--- config.mk ---
export PLATFORM = sky130hd
export DESIGN_NAME = time_set_ctrl
export DESIGN_NICKNAME = d
export VERILOG_FILES = /design/src/rtl/clock_ctrl_pkg.sv /design/src/rtl/btn_debounce.sv /design/src/rtl/time_set_ctrl.sv
export SDC_FILE = /design/constraint.sdc
export NUM_CORES = 1
export LEC_CHECK = 0
export CORE_MARGIN = 2
export CORE_UTILIZATION = 52
export CTS_CLUSTER_DIAMETER = 100
export DETAILED_ROUTE_END_ITERATION = 10
export PLACE_DENSITY = 0.73
export SETUP_SLACK_MARGIN = 0.5
export SLEW_MARGIN = 10
export SYNTH_ARGS = -nofsm -noshare
export SYNTH_HDL_FRONTEND = slang
export SYNTH_SLANG_ARGS = --single-unit
--- constraint.sdc ---
create_clock -name clk -period 2.4 [get_ports clk]
set_input_delay 0.36 -clock clk [delete_from_list [all_inputs] [get_ports clk]]
set_output_delay 0.36 -clock clk [all_outputs]
set_load 0.005 [all_outputs]
--- src/rtl/clock_ctrl_pkg.sv ---
// Shared types and BCD helpers for the time-set controller.
// Hours run 00..11, minutes 00..59, one BCD digit per nibble.
package clock_ctrl_pkg;

   typedef enum logic [1:0] {
      ST_RUN     = 2'b00,
      ST_SET_HR  = 2'b01,
      ST_SET_MIN = 2'b10,
      ST_COMMIT  = 2'b11
   } state_t;

   localparam logic [7:0] HOUR_MAX     = 8'd11;
   localparam logic [3:0] MIN_TENS_MAX = 4'd5;
   localparam logic [3:0] DIGIT_MAX    = 4'd9;

   typedef struct packed {
      logic [3:0] h2;
      logic [3:0] h1;
      logic [3:0] m2;
      logic [3:0] m1;
   } hm_t;

   function automatic logic [7:0] hour_bin(input logic [7:0] h);
      return {4'd0, h[7:4]} * 8'd10 + {4'd0, h[3:0]};
   endfunction

   function automatic logic hour_ok(input logic [7:0] h);
      return (h[7:4] <= 4'd1) && (h[3:0] <= DIGIT_MAX) &&
             (hour_bin(h) <= HOUR_MAX);
   endfunction

   function automatic logic min_ok(input logic [7:0] m);
      return (m[7:4] <= MIN_TENS_MAX) && (m[3:0] <= DIGIT_MAX);
   endfunction

   function automatic logic [7:0] hour_inc(input logic [7:0] h);
      if (hour_bin(h) >= HOUR_MAX)
         return 8'h00;
      else if (h[3:0] >= DIGIT_MAX)
         return {h[7:4] + 4'd1, 4'd0};
      else
         return {h[7:4], h[3:0] + 4'd1};
   endfunction

   // Minutes wrap 59 -> 00 on their own; hours are never touched.
   function automatic logic [7:0] min_inc(input logic [7:0] m);
      if (m[3:0] >= DIGIT_MAX) begin
         if (m[7:4] >= MIN_TENS_MAX)
            return 8'h00;
         else
            return {m[7:4] + 4'd1, 4'd0};
      end else begin
         return {m[7:4], m[3:0] + 4'd1};
      end
   endfunction

endpackage

--- src/rtl/btn_debounce.sv ---
// Push-button conditioner: 2-FF synchronizer, stable-level debouncer
// and a registered one-cycle pulse on each accepted press.
module btn_debounce #(
   parameter int DEBOUNCE_CYCLES = 20000
) (
   input  logic clk,
   input  logic rst_n,
   input  logic btn,
   output logic press
);

   localparam int CW = $clog2(DEBOUNCE_CYCLES + 1);

   logic          sync1_q, sync2_q;
   logic          level_q, level_d;
   logic          level_dly_q;
   logic          press_q, press_d;
   logic [CW-1:0] cnt_q, cnt_d;

   always_comb begin
      level_d = level_q;
      cnt_d   = '0;
      if (sync2_q != level_q) begin
         if (cnt_q == CW'(DEBOUNCE_CYCLES - 1)) begin
            level_d = sync2_q;
         end else begin
            cnt_d = cnt_q + CW'(1);
         end
      end
      press_d = level_q & ~level_dly_q;
   end

   always_ff @(posedge clk or negedge rst_n) begin
      if (!rst_n) begin
         sync1_q     <= 1'b0;
         sync2_q     <= 1'b0;
         level_q     <= 1'b0;
         level_dly_q <= 1'b0;
         cnt_q       <= '0;
         press_q     <= 1'b0;
      end else begin
         sync1_q     <= btn;
         sync2_q     <= sync1_q;
         level_q     <= level_d;
         level_dly_q <= level_q;
         cnt_q       <= cnt_d;
         press_q     <= press_d;
      end
   end

   assign press = press_q;

endmodule

--- src/rtl/time_set_ctrl.sv ---
// Time-set controller: RUN/SET_HR/SET_MIN/COMMIT sequencing, BCD edit
// registers, one-cycle load to the time counter and field blink masks.
module time_set_ctrl
   import clock_ctrl_pkg::*;
#(
   parameter int DEBOUNCE_CYCLES = 20000,
   parameter int BLINK_CYCLES    = 2000000
) (
   input  logic       clk,
   input  logic       rst_n,
   input  logic       btn_mode,
   input  logic       btn_inc,
   input  logic [3:0] cur_hour2,
   input  logic [3:0] cur_hour1,
   input  logic [3:0] cur_min2,
   input  logic [3:0] cur_min1,
   output logic       count_en,
   output logic       load,
   output logic [3:0] load_hour2,
   output logic [3:0] load_hour1,
   output logic [3:0] load_min2,
   output logic [3:0] load_min1,
   output logic [1:0] blink_mask,
   output logic [1:0] mode
);

   localparam int BW = $clog2(BLINK_CYCLES + 1);

   logic          mode_p, inc_p;
   state_t        state_q, state_d;
   hm_t           edit_q, edit_d;
   logic          count_en_q, count_en_d;
   logic          load_q, load_d;
   logic [1:0]    mask_q, mask_d;
   logic [BW-1:0] bcnt_q, bcnt_d;
   logic          phase_q, phase_d;
   logic          inc_acc;

   btn_debounce #(.DEBOUNCE_CYCLES(DEBOUNCE_CYCLES)) u_db_mode (
      .clk   (clk),
      .rst_n (rst_n),
      .btn   (btn_mode),
      .press (mode_p)
   );

   btn_debounce #(.DEBOUNCE_CYCLES(DEBOUNCE_CYCLES)) u_db_inc (
      .clk   (clk),
      .rst_n (rst_n),
      .btn   (btn_inc),
      .press (inc_p)
   );

   always_comb begin
      state_d = state_q;
      edit_d  = edit_q;
      inc_acc = 1'b0;
      unique case (state_q)
         ST_RUN: begin
            if (mode_p) begin
               state_d = ST_SET_HR;
               {edit_d.h2, edit_d.h1} = hour_ok({cur_hour2, cur_hour1}) ?
                  {cur_hour2, cur_hour1} : 8'h00;
               {edit_d.m2, edit_d.m1} = min_ok({cur_min2, cur_min1}) ?
                  {cur_min2, cur_min1} : 8'h00;
            end
         end
         ST_SET_HR: begin
            if (mode_p) begin
               state_d = ST_SET_MIN;
            end else if (inc_p) begin
               {edit_d.h2, edit_d.h1} = hour_inc({edit_q.h2, edit_q.h1});
               inc_acc = 1'b1;
            end
         end
         ST_SET_MIN: begin
            if (mode_p) begin
               state_d = ST_COMMIT;
            end else if (inc_p) begin
               {edit_d.m2, edit_d.m1} = min_inc({edit_q.m2, edit_q.m1});
               inc_acc = 1'b1;
            end
         end
         ST_COMMIT: state_d = ST_RUN;
         default:   state_d = ST_RUN;
      endcase

      // Restart the visible half-period whenever the user acts.
      if ((state_d != state_q) || inc_acc) begin
         bcnt_d  = '0;
         phase_d = 1'b0;
      end else if (bcnt_q == BW'(BLINK_CYCLES - 1)) begin
         bcnt_d  = '0;
         phase_d = ~phase_q;
      end else begin
         bcnt_d  = bcnt_q + BW'(1);
         phase_d = phase_q;
      end

      count_en_d = (state_d == ST_RUN);
      load_d     = (state_d == ST_COMMIT);
      mask_d     = {(state_d == ST_SET_HR) & phase_d,
                    (state_d == ST_SET_MIN) & phase_d};
   end

   always_ff @(posedge clk or negedge rst_n) begin
      if (!rst_n) begin
         state_q    <= ST_RUN;
         edit_q     <= '0;
         count_en_q <= 1'b1;
         load_q     <= 1'b0;
         mask_q     <= 2'b00;
         bcnt_q     <= '0;
         phase_q    <= 1'b0;
      end else begin
         state_q    <= state_d;
         edit_q     <= edit_d;
         count_en_q <= count_en_d;
         load_q     <= load_d;
         mask_q     <= mask_d;
         bcnt_q     <= bcnt_d;
         phase_q    <= phase_d;
      end
   end

   assign count_en   = count_en_q;
   assign load       = load_q;
   assign load_hour2 = edit_q.h2;
   assign load_hour1 = edit_q.h1;
   assign load_min2  = edit_q.m2;
   assign load_min1  = edit_q.m1;
   assign blink_mask = mask_q;
   assign mode       = state_q;

endmodule

==> flow_summary_export.csv, run 1 <==
group,metric,value,unit
finish,antenna_cells,0,
clock_network,clkTransAtPathRegs,80,ps
finish,n_fill_cell,644,
synth,synthCells,464,
sta,fin_crit_sh,1.05,
clock_network,cts_hold_buf,0,
sta,setup_viol,8,
finish,register_area,2110,um2
global_routing,grt_start_max_net_pins,45,
detailed_routing,dr.pass1.iters,5,
power_and_ir_drop,power.total,2530,uW
placed_design,place.gp.congestion,0.875,
finish,drive_above_1_share,0.217,
sta,timing.final.hold_violations,2,
hold_path,hp-class,"input port to async pin",
detailed_routing,drc,0,
clock_network,clk_path_buf_depth,2,
setup_path,worstPathMaxFanout,5,
clock_network,cts_made_buffers,9,
synth,ys_seq_elements,84,
global_routing,gr-usage-all-layers,0.204,
global_routing,grt_pass1_vias,3554,
finish,multiInputGateArea,2780,um2
detailed_routing,wl,9820,um
floorplanning,initial_core_util,0.533,
floorplanning,die_area,9660,um2
finish,final_area,6010,um2
clock_network,tritoncts,"built",
sta,worst_slack,-116,ps
setup_path,cp-end-kind,"flop",
clock_network,insertion_delay,360,ps
synth,syn_nets,518,
global_routing,grt_remaining_overflow,0,
detailed_routing,vias,3641,
finish,fin_nets,598,
power_and_ir_drop,p_leak,0.00257,uW
power_and_ir_drop,vdd_drop_max,0.326,mV
sta,relSlewSlack,0.601,
placed_design,postPlaceCellArea,5390,um2
synth,synth.distinct_cells,64,
global_routing,grt_pass1_wl,16100,um
detailed_routing,drtIter0Drc,122,
placed_design,port_buffers,41,
sta,holdWs,-5.26,ps
detailed_routing,post_drt_wl_per_cell,14.9,um
global_routing,antenna_found_initial,0,
finish,finish.utilization,0.693,
synth,syn_avg_cell_area,9.96,um2
setup_path,worst_ep_required_time,2630,ps
floorplanning,die_y,98.3,um
clock_network,cts-root-buf,"clkbuf_8",
floorplanning,pin_count,42,
synth,postSynth.asyncResetShare,1.00,
synth,ys.flop_type,"dfrtp_1",
synth,synth-edff-count,0,
setup_path,critPathKind,"flop to flop",
synth,seq_area_frac_synth,0.455,
sta,fin_skew,14.8,ps
synth,synth.cell_area,4620,um2
floorplanning,die_w,98.3,um
sta,max_freq,398,MHz
synth,synth-warning-count,0,
floorplanning,fp-row-count,34,
floorplanning,core,8680,um2
clock_network,htreeDepth,3,
sta,fin_crit,2520,ps
sta,rsz0062_at_grt,"true",
finish,finalNonFillerCells,657,
placed_design,place_inst,626,
status,violations,"hold timing, setup timing",
power_and_ir_drop,p_per_area,422,nW/um2
sta,drv_slew,0,
detailed_routing,antenna_left,0,
finish,syn_to_final_growth,30.0,%
flow_run,drv_cap,0,
detailed_routing,via_per_inst,5.54,
status,status,"finished with violations",
clock_network,clkSinkCount,84,
setup_path,critPathArrivalTime,2750,ps
placed_design,post-dp-hpwl,6520,um
sta,tightest_slew,593,ps
setup_path,cp-start-kind,"flop",
per-stage QoR:
step           setup WS (ps)  setup TNS (ps)
2_1_floorplan          -86.0            -186
3_3_place_gp            -669           -2810
3_5_place_dp            -759           -3210
4_1_cts                 -108            -394
5_1_grt                 -210           -1520
6_report                -116            -716
report_power, final:
part           internal (uW)  total [uW]  leakage [uW]  switching [uW]
clock                    411         926     0.0000832             515
sequential              1430        1440       0.00111            10.6
combinational           78.5         170       0.00138            91.9
cells in the mapped netlist (all sizes together) (2+ instances only):
master | number | area share
nor3 | 9 | 0.0097
and4 | 4 | 0.0076
a22o | 2 | 0.0038
o221ai | 2 | 0.0038
a32oi | 2 | 0.0038
inv | 24 | 0.019
a2bb2oi | 2 | 0.0038
clkbuf | 3 | 0.0024
ha | 30 | 0.081
a2111oi | 2 | 0.0065
o22ai | 5 | 0.0081
and2 | 5 | 0.0068
nor2b | 4 | 0.0054
mux2 | 2 | 0.0049
and3 | 8 | 0.011
o211ai | 2 | 0.0032
a21oi | 15 | 0.016
nand2 | 35 | 0.028
nand2b | 8 | 0.011
fa | 4 | 0.017
buf | 5 | 0.0057
nor4 | 4 | 0.010
xnor2 | 16 | 0.030
nand4 | 18 | 0.024
or2 | 2 | 0.0027
nor2 | 64 | 0.052
xor2 | 31 | 0.059
a221oi | 2 | 0.0038
or4 | 2 | 0.0041
a31oi | 3 | 0.0041
or3b | 2 | 0.0038
o21ai | 12 | 0.013
nand3 | 22 | 0.024
dfrtp | 83 | 0.45
or3 | 4 | 0.0054
nor4b | 5 | 0.0095
registers in the layout (all words and copies together), names as in the netlist, 2 cells and up:
register / cells
bcnt_q: 21
blink_mask: 2
load_hour1: 4
load_hour2: 4
load_min1: 4
load_min2: 4
mode: 2
u_db_inc.cnt_q: 15
u_db_mode.cnt_q: 15
worst max-delay path, cell delays in order, from the launching register on:
cell       delay [ps]
dfrtp_2           430
ha_4              280
ha_4              120
fa_2              450
or3b_4            400
o2111ai_4          80
nor4b_4            80
buf_2             180
a32oi_2           210
o221ai_1          140
final timing paths:
kind,slack [ps],start,to,depth (start not counted)
max,-120,load_hour2[3]$_DFFE_PN0P_,load_hour1[2]$_DFFE_PN0P_,9
min,-5,rst_n,load_min1[0]$_DFFE_PN0P_,1
max reg2reg,-120,load_hour2[3]$_DFFE_PN0P_,load_hour1[2]$_DFFE_PN0P_,9
min reg2reg,350,u_db_mode.sync1_q$_DFF_PN0_,u_db_mode.sync2_q$_DFF_PN0_,0
max in group asynchronous,1770,rst_n,u_db_mode.press$_DFF_PN0_,2
min in group clk,350,u_db_mode.sync1_q$_DFF_PN0_,u_db_mode.sync2_q$_DFF_PN0_,0
cell families after synthesis:
| kind of cell | Yosys count | share of synthesized area |
|---|---|---|
| AO/OA/AOI/OAI | 62 | 0.0953 |
| XOR/XNOR | 47 | 0.0890 |
| adder cells (fa/ha/maj) | 34 | 0.0985 |
| buffers and inverters | 32 | 0.0276 |
| flip-flops | 84 | 0.455 |
| multiplexers | 2 | 0.00487 |
| AND/OR/NAND/NOR | 203 | 0.230 |
routing by layer:
layer / up-vias / share of wire / global-route usage
li1: 1791 / - / -
met1: 1779 / 0.45 / 0.264
met2: 60 / 0.50 / 0.341
met3: 11 / 0.039 / 0.0558
met4: 0 / 0.012 / 0.0558
met5: - / 0 / 0
cells in the final DEF, fill, tap and decap left out, types with 3 or more instances in the layout:
| master | synthesis | layout |
|---|---|---|
| ha_4 | 0 | 6 |
| dfrtp_1 | 83 | 81 |
| nor2b_1 | 4 | 4 |
| xor2_1 | 31 | 30 |
| o21ai_1 | 0 | 3 |
| buf_4 | 1 | 32 |
| or3_1 | 4 | 4 |
| ha_1 | 30 | 22 |
| dlygate4sd2_1 | 0 | 4 |
| o22ai_1 | 4 | 4 |
| inv_1 | 24 | 22 |
| o21ai_0 | 12 | 8 |
| nor3_1 | 9 | 8 |
| nand3_1 | 22 | 21 |
| nand2b_1 | 8 | 8 |
| clkdlybuf4s50_1 | 0 | 36 |
| nand4_1 | 18 | 18 |
| nor2_1 | 64 | 43 |
| xnor2_1 | 16 | 15 |
| and3_1 | 8 | 8 |
| and4_1 | 4 | 4 |
| clkbuf_8 | 0 | 10 |
| nand2_1 | 35 | 34 |
| and2_1 | 5 | 5 |
| a21oi_1 | 15 | 15 |
| nor2_4 | 0 | 19 |
timing repair:
action                                  CTS  global route
pin swaps                                10            28
endpoints found under the setup margin   36            36
cloned                                    0             2
buffers inserted                          8             5
resized for setup                        21            62
cell type report:
cell class | count | share of cell area
Multi-Input combinational cell | 348 | 0.463
Clock inverter | 4 | 0.00541
Clock buffer | 12 | 0.0241
Inverter | 24 | 0.0154
Tap cell | 108 | 0.0225
Sequential cell | 84 | 0.350
Timing Repair Buffer | 77 | 0.119
Power figures use the tool's default switching activity.
==> run 2, diff against run 1 <==
CORE_UTILIZATION = 54   (was 52)
CTS_BUF_LIST = sky130_fd_sc_hd__clkbuf_8   (was unset)
PLACE_DENSITY = 0.76   (was 0.73)
==> flow_summary_export.csv, run 2 (synthesized netlist as in run 1, its figures left out) <==
group,metric,value,unit
setup_path,critPathKind,"flop to flop",
global_routing,grt_pass1_wl,16000,um
sta,rsz0062_at_grt,"true",
finish,finalNonFillerCells,657,
detailed_routing,dr.pass1.iters,6,
finish,register_area,2110,um2
setup_path,cpMaxStageDelayCell,"fa_2",
finish,n_fill_cell,590,
setup_path,worstPathMaxFanout,6,
floorplanning,core,8260,um2
clock_network,clkSinkCount,84,
setup_path,critPathArrivalTime,2790,ps
placed_design,post-dp-hpwl,6540,um
placed_design,place_inst,623,
clock_network,htreeDepth,3,
global_routing,gr-usage-all-layers,0.217,
power_and_ir_drop,power.total,2670,uW
detailed_routing,antenna_left,0,
flow_run,drv_cap,0,
power_and_ir_drop,vdd_drop_max,0.313,mV
floorplanning,die_area,9320,um2
setup_path,cp-end-kind,"flop",
finish,drive_above_1_share,0.205,
detailed_routing,wl,10200,um
placed_design,place.gp.congestion,0.808,
global_routing,grt_start_max_net_pins,44,
sta,holdWs,-2.30,ps
sta,max_freq,396,MHz
sta,fin_crit_sh,1.05,
setup_path,ff2ff_path_depth,8,
clock_network,cts_hold_buf,0,
clock_network,cts-root-buf,"clkbuf_8",
global_routing,grt_pass1_vias,3475,
setup_path,slowest_delay,560,ps
finish,regMostFlops,"bcnt_q",
sta,worst_slack,-127,ps
sta,setup_viol,8,
placed_design,dp_slack,-777,ps
status,violations,"hold timing, setup timing",
power_and_ir_drop,p_leak,0.00264,uW
sta,fin_skew,9.80,ps
sta,drv_slew,0,
finish,multiInputGateArea,2690,um2
floorplanning,die_y,96.5,um
global_routing,grt_remaining_overflow,0,
sta,tightest_slew,553,ps
placed_design,port_buffers,41,
global_routing,antenna_found_initial,0,
power_and_ir_drop,p_per_area,447,nW/um2
clock_network,tritoncts,"built",
floorplanning,fp-row-count,33,
sta,timing.final.hold_violations,1,
detailed_routing,vias,3683,
clock_network,clk_path_buf_depth,2,
hold_path,hp-class,"input port to async pin",
clock_network,cts_made_buffers,9,
setup_path,r2r_slack,-130,ps
floorplanning,die_w,96.5,um
sta,relSlewSlack,0.631,
finish,syn_to_final_growth,29.2,%
setup_path,rr_endpoint,"load_hour1[1]$_DFFE_PN0P_",
setup_path,crit_top_cell,"ha_4",
floorplanning,initial_core_util,0.560,
detailed_routing,drc,0,
finish,final_cell_mix,"dfrtp_1 (81), nor2_1 (59), clkdlybuf4s50_1 (36)",
detailed_routing,drtIter0Drc,217,
clock_network,clkTransAtPathRegs,80,ps
detailed_routing,post_drt_wl_per_cell,15.5,um
setup_path,cp_num_buf_inv,1,
finish,reg_top3,"bcnt_q x21, u_db_inc.cnt_q x15, u_db_mode.cnt_q x15",
setup_path,cp_cell_sequence,"ha_4, ha_4, fa_2, or4b_4, o31ai_4, clkbuf_16, nand4_1, o221ai_2",
finish,fin_nets,602,
finish,antenna_cells,0,
setup_path,worst_ep_required_time,2660,ps
sta,fin_crit,2530,ps
setup_path,cp-start-kind,"flop",
clock_network,insertion_delay,350,ps
floorplanning,pin_count,42,
finish,layout_commonest_cell,"dfrtp_1",
status,status,"finished with violations",
detailed_routing,via_per_inst,5.61,
setup_path,r2r_start,"load_hour2[3]$_DFFE_PN0P_",
finish,largest_reg_flops,21,
setup_path,critPathTopFamily,"adder cells",
-- run 2: cell type report --
type	instances	share of cell area
Clock buffer	9	0.0207
Timing Repair Buffer	81	0.127
Clock inverter	6	0.0136
Sequential cell	84	0.353
Inverter	24	0.0151
Tap cell	105	0.0220
Multi-Input combinational cell	348	0.450
-- run 2: power by group --
| group | leakage (uW) | internal, uW | switching, uW |
|---|---|---|---|
| clock network | 0.000112 | 575 | 486 |
| registers | 0.00111 | 1430 | 10.2 |
| logic | 0.00142 | 79.4 | 94.2 |
| total | 0.00264 | 2080 | 590 |
-- run 2: repair_timing --
| item | in CTS | in global routing |
|---|---|---|
| pin swaps | 12 | 24 |
| endpoints found under the hold margin | 0 | 0 |
| setup endpoints to repair | 33 | 38 |
| setup buffers | 6 | 11 |
| gates resized for setup | 23 | 37 |
| gates cloned | 0 | 2 |
-- run 2: worst max path at each step --
stage	cells after the start	from	endpoint	slack (ps)
3_3_place_gp	9	cur_hour2[1]	load_hour1[1]$_DFFE_PN0P_	-670
6_report	8	load_hour2[3]$_DFFE_PN0P_	load_hour1[1]$_DFFE_PN0P_	-130
5_1_grt	10	load_hour2[0]$_DFFE_PN0P_	load_hour1[1]$_DFFE_PN0P_	-210
3_5_place_dp	9	cur_hour2[1]	load_hour1[1]$_DFFE_PN0P_	-780
2_1_floorplan	8	cur_hour2[1]	load_hour1[1]$_DFFE_PN0P_	-90
4_1_cts	8	load_hour2[3]$_DFFE_PN0P_	load_hour1[1]$_DFFE_PN0P_	-160
-- run 2: per-stage QoR --
step                      instance area (um2)  setup TNS (ps)  utilization
final                                    5970            -830        0.723
after floorplan                          4710            -186            -
after global placement                   5390           -2790        0.652
after detailed placement                 5390           -3190        0.652
after global routing                     5970           -1430        0.723
after CTS                                5720            -745        0.692
-- run 2: per-layer routing --
layer  vias up  GRT usage  part of all wire
li1       1804          -                 -
met1      1791      0.289              0.45
met2        77      0.369              0.50
met3        11     0.0458             0.040
met4         0     0.0423            0.0070
met5         -          0                 0
-- run 2: worst register-to-register path, stage by stage, from the launching register on --
cell and delay [ps]:
dfrtp_2 430, ha_4 260, ha_4 160, fa_2 560, or4b_4 480, o31ai_4 90, clkbuf_16 200, nand4_1 120
o221ai_2 160
==> run 3, diff against run 2 <==
CAP_MARGIN = 40   (was unset)
==> results of run 3 <==
The final DEF is identical to that of run 2; final timing and power are the same.
